`config.mk`:
```
export PLATFORM = sky130hd
export DESIGN_NAME = if_stage_fifo
export DESIGN_NICKNAME = d
export VERILOG_FILES = /design/src/rtl/if_stage_fifo.sv
export SDC_FILE = /design/constraint.sdc
export NUM_CORES = 1
export LEC_CHECK = 0
export ABC_AREA = 1
export BUFFER_PORTS_ARGS = -buffer_cell sky130_fd_sc_hd__buf_2
export CORE_ASPECT_RATIO = 0.7
export CORE_MARGIN = 4
export CORE_UTILIZATION = 57
export CTS_CLUSTER_DIAMETER = 50
export CTS_CLUSTER_SIZE = 16
export DETAILED_ROUTE_END_ITERATION = 12
export HOLD_SLACK_MARGIN = 0.08
export MAX_ROUTING_LAYER = met4
export PLACE_DENSITY = 0.83
export SLEW_MARGIN = 20
export SYNTH_ARGS = -nofsm -noshare
export SYNTH_HDL_FRONTEND = slang
export SYNTH_SLANG_ARGS = --single-unit
```
`constraint.sdc`:
```
create_clock -name clk -period 10.3 [get_ports clk]
set_input_delay 2.06 -clock clk [delete_from_list [all_inputs] [get_ports clk]]
set_output_delay 2.06 -clock clk [all_outputs]
set_load 0.03 [all_outputs]
```
`src/rtl/if_stage_fifo.sv`:
```
// Instruction-fetch stage: drives a 1-cycle-latency instruction SRAM and
// buffers returned {inst, pc} pairs in a small FIFO towards decode.
module if_stage_fifo #(
   parameter int                ADDR_W    = 32,
   parameter int                INST_W    = 32,
   parameter int                BUF_DEPTH = 2,
   parameter logic [ADDR_W-1:0] RESET_PC  = 32'h1c000000
) (
   input  logic                     clk,
   input  logic                     reset,
   output logic                     fs_valid,
   input  logic                     ds_allowin,
   output logic [INST_W+ADDR_W-1:0] fs_to_ds_bus,
   input  logic                     br_taken,
   input  logic [ADDR_W-1:0]        br_target,
   output logic                     inst_sram_en,
   output logic [3:0]               inst_sram_we,
   output logic [ADDR_W-1:0]        inst_sram_addr,
   output logic [31:0]              inst_sram_wdata,
   input  logic [INST_W-1:0]        inst_sram_rdata
);

   localparam int PTR_W = $clog2(BUF_DEPTH);
   localparam int CNT_W = PTR_W + 1;
   localparam int OCC_W = CNT_W + 1;

   logic [ADDR_W-1:0] pc_req;
   logic [ADDR_W-1:0] pend_pc;
   logic [ADDR_W-1:0] req_addr;
   logic              pend;

   logic [INST_W-1:0] inst_mem [BUF_DEPTH];
   logic [ADDR_W-1:0] pc_mem   [BUF_DEPTH];
   logic [PTR_W-1:0]  rd_ptr;
   logic [PTR_W-1:0]  wr_ptr;
   logic [CNT_W-1:0]  count;
   logic [OCC_W-1:0]  occ;

   logic pop;
   logic push;
   logic issue;

   assign fs_valid = (count != '0) & ~reset;
   assign pop      = fs_valid & ds_allowin;
   assign push     = pend & ~br_taken;

   // Entries held after this edge plus the one still in flight.
   assign occ   = OCC_W'(count) + OCC_W'(pend) - OCC_W'(pop);
   assign issue = ~reset & (br_taken | (occ < OCC_W'(BUF_DEPTH)));

   assign req_addr        = br_taken ? br_target : pc_req;
   assign inst_sram_en    = issue;
   assign inst_sram_addr  = req_addr;
   assign inst_sram_we    = 4'b0;
   assign inst_sram_wdata = 32'b0;

   assign fs_to_ds_bus = fs_valid ? {inst_mem[rd_ptr], pc_mem[rd_ptr]} : '0;

   always_ff @(posedge clk or posedge reset) begin
      if (reset) begin
         pc_req  <= RESET_PC;
         pend    <= 1'b0;
         pend_pc <= '0;
      end else begin
         pend <= issue;
         if (issue) begin
            pend_pc <= req_addr;
            pc_req  <= req_addr + ADDR_W'(4);
         end
      end
   end

   always_ff @(posedge clk or posedge reset) begin
      if (reset) begin
         rd_ptr <= '0;
         wr_ptr <= '0;
         count  <= '0;
      end else if (br_taken) begin
         rd_ptr <= '0;
         wr_ptr <= '0;
         count  <= '0;
      end else begin
         if (push) wr_ptr <= wr_ptr + PTR_W'(1);
         if (pop)  rd_ptr <= rd_ptr + PTR_W'(1);
         unique case ({push, pop})
            2'b10:   count <= count + CNT_W'(1);
            2'b01:   count <= count - CNT_W'(1);
            default: count <= count;
         endcase
      end
   end

   always_ff @(posedge clk) begin
      if (push) begin
         inst_mem[wr_ptr] <= inst_sram_rdata;
         pc_mem[wr_ptr]   <= pend_pc;
      end
   end

   // The credit rule must keep a push from ever landing on a full buffer.
   always @(posedge clk) begin
      if (!reset && push && !pop)
         assert (count < CNT_W'(BUF_DEPTH));
   end

endmodule

```
==> out/metrics.csv <==
stage,metric,value,unit
synth,number of synthesized register bits,195,
die,Std-Cell Rows,38,
pwr,PwrDens,254,nW/um2
finish,share of layout cells above drive strength 1,21.7,%
detailed_routing,DRT antenna net count,0,
detailed_routing,Routed wire per std cell,14.6,um
worst_setup_path,critical path class,in2out,
place,hpwl dp,13.7,mm
place,RePlAce Congestion,0.919,
die,Initial Utilization,59.1,%
finish,Area growth syn-to-layout,15.3,%
detailed_routing,via count,7235,
detailed_routing,final WL,20.8,mm
pwr,Worst VDD drop,0.140,mV
worst_setup_path,Critical Path AT,4.83,ns
clock_tree,CTS max path bufs,2,
worst_setup_path,CP startpoint kind,input port,
worst_setup_path,CP Cell Sequence,"buf_2, inv_2, nand2_1, inv_2, buf_4, nand2_1, inv_1, ha_1, or2_2, fa_1, xnor2_1, nand2_1, nand2_1, nand2_2, inv_1, buf_2",
synth,cell taking the most area after synthesis,edfxtp_1,
clock_tree,"Clk Latency, worst-skew pair",0.42,ns
die,die width,161,um
clock_tree,cts hold-fix bufs,0,
sta,Slew headroom,33.8,%
sta,RSZ-0062 raised after global routing,no,
detailed_routing,Via density,5.07,
clock_tree,CTS tree,built,
detailed_routing,initial DRC count,634,
finish,net count reported at finish,1266,
finish,ant diodes,0,
synth,Mean Syn Cell Area,8.89,um2
clock_tree,CTS buffer count,17,
global_route,GRT Resource Usage Total,23.1,%
detailed_routing,drt pass-1 iters,5,
clock_tree,clock sink total,195,
worst_setup_path,CP max-delay cell,buf_4,
clock_tree,setup bufs post-CTS,0,
worst_setup_path,"Req. time, crit path",8.24,ns
clock_tree,PostCTS Resize Cnt,0,
pwr,Overall Power,2.72,mW
die,I/O pin total,202,
global_route,first-pass GRT wire length,32.5,mm
global_route,number of antenna violations at the first check in global routing,0,
finish,"commonest non-fill, non-tap cells in the layout","461 x nand2_1, 165 x buf_2, 128 x edfxtp_1, 97 x inv_1, 63 x dfrtp_1",
run,Max Cap Viol,0,
pwr,Pleak,5.39,nW
sta,setup violators final,0,
die,CORE AREA,15700,um2
clock_tree,Worst-path clk slew,0.07,ns
sta,slew of the pin with the lowest slew margin,0.992,ns
synth,Gate Count Post-Synth,1046,
synth,"Seq/Total Area, Yosys",59.4,%
finish,"commonest non-fill, non-tap cell in the layout",nand2_1,
sta,Final Skew,0.00897,ns
synth,top-area cell type share of the netlist area,41.3,%
synth,mapped cell area,9300,um2
clock_tree,H-tree Lvls,4,
worst_setup_path,Worst path most repeated cell,nand2_1,
sta,Pins Over Slew Limit,0,
sta,fin crit share,66.9,%
worst_setup_path,crit end category,output pin,
global_route,vias in the first global route,6479,
finish,Fillers,1244,
finish,final core utilization,68.1,%
clock_tree,clock root cell,clkbuf_16,
sta,fmax,145,MHz
run_status,status,completed,
sta,Setup TNS,0,ns
hold_path,Hold/Removal Path Class,reg2reg,
die,die height,115,um
synth,synth top area cells,"edfxtp_1 41%, nand2_1 19%, dfrtp_1 17%, inv_1 4.0%, buf_4 3.1%",
die,die area,18500,um2
worst_setup_path,max incr delay on CP,0.54,ns
synth,"Distinct cells, synth",38,
detailed_routing,# DRC,0,
worst_setup_path,Critical Path Fanout Max,66,
sta,min cycle time layout,6.89,ns
synth,YS warnings,0,
sta,"Hold Violations, Final",0,
place,port buffer count,165,
global_route,largest net degree at the start of global routing,78,
global_route,grt total ovfl,0,
## registers in the layout, summed over array words and instances, names as in the netlist
register / flops
inst_mem: 64
pc_mem: 64
pc_req: 32
pend_pc: 30
count: 2
pend: 1
rd_ptr: 1
wr_ptr: 1
## layout make-up
cell class | instances | area (um2) | share of cell area, %
tap | 220 | 275 | 2.57
inverter | 102 | 384 | 3.58
multi-input combinational | 707 | 3070 | 28.6
clock inverter | 15 | 164 | 1.53
sequential | 195 | 5530 | 51.5
clock buffer | 17 | 425 | 3.97
timing repair buffer | 172 | 878 | 8.19
## Yosys cell counts
cell,n
buf_6,4
inv_1,100
edfxtp_1,128
nor3_1,1
nand3_4,1
nor3_2,1
buf_4,38
nand2_1,462
nand2_4,1
o21ai_0,25
nor2_1,59
conb_1,1
o21ai_2,1
nand4_1,3
o21ai_1,3
nor3b_1,1
buf_1,5
nor2_2,12
nor2_4,7
nand3_1,40
xor2_1,5
mux2i_1,1
a31oi_1,6
o211ai_1,6
dfstp_2,3
inv_2,2
nand2_2,22
a21oi_1,6
nand3b_1,1
fa_1,1
and2_1,1
or2_2,1
dfrtp_1,64
clkbuf_1,20
buf_2,10
ha_1,2
o31ai_1,1
xnor2_1,1
## critical path, delay by kind of cell
kind,cells,cell delay [ns]
buffers and inverters,7,1.18
AND/OR/NAND/NOR,6,0.84
adder cells (fa/ha/maj),2,0.61
XOR/XNOR,1,0.14
## routing by layer
layer	part of all wire (%)	routed length [um]	up-vias	global-route usage, %
li1	-	-	3512	-
met4	1.4	284	0	7.45
met2	44	9190	350	33.7
met1	45	9410	3343	33.0
met5	0	0	-	-
met3	9.3	1940	30	4.30
## where the power goes
part | total (mW) | internal [mW] | switching (mW)
clock network | 0.657 | 0.346 | 0.311
registers | 1.19 | 1.08 | 0.109
logic | 0.874 | 0.231 | 0.642
## metrics by stage
stage               instance area [um2]  setup WS (ns)  hold WS, ns  std cells
floorplan                          9430           2.50        0.442       1081
global placement                  10100           3.44        0.450       1396
detailed placement                10100           3.38        0.456       1396
CTS                               10700           3.38        0.470       1428
global route                      10700           3.17        0.483       1428
finish                            10700           3.41        0.474       1428
## cells by family (layout without fill, tap and decap cells)
| family | after synthesis | after routing | synth area share [%] |
|---|---|---|---|
| simple gates | 613 | 613 | 27.3 |
| flops | 195 | 195 | 59.4 |
| buf+inv | 179 | 306 | 9.22 |
| compound gates | 48 | 48 | 2.89 |
| xor+xnor | 6 | 6 | 0.565 |
| fa+ha+maj | 3 | 3 | 0.484 |
| other cells | 1 | 36 | 0.0403 |
| mux | 1 | 1 | 0.108 |
## final timing paths
check / startpoint / endpoint / slack, ns / depth (start not counted)
setup / recovery: reset / inst_sram_en / 3.41 / 16
hold / removal: pend_pc[9] / pc_mem[0][9] / 0.47 / 0
setup reg to reg: count[1] / pc_req[24] / 6.15 / 18
hold reg to reg: pend_pc[9] / pc_mem[0][9] / 0.47 / 0
max in group asynchronous: reset / rd_ptr / 7.73 / 3
min in group asynchronous: reset / pend_pc[6] / 1.94 / 3
Power figures use the tool's default switching activity.
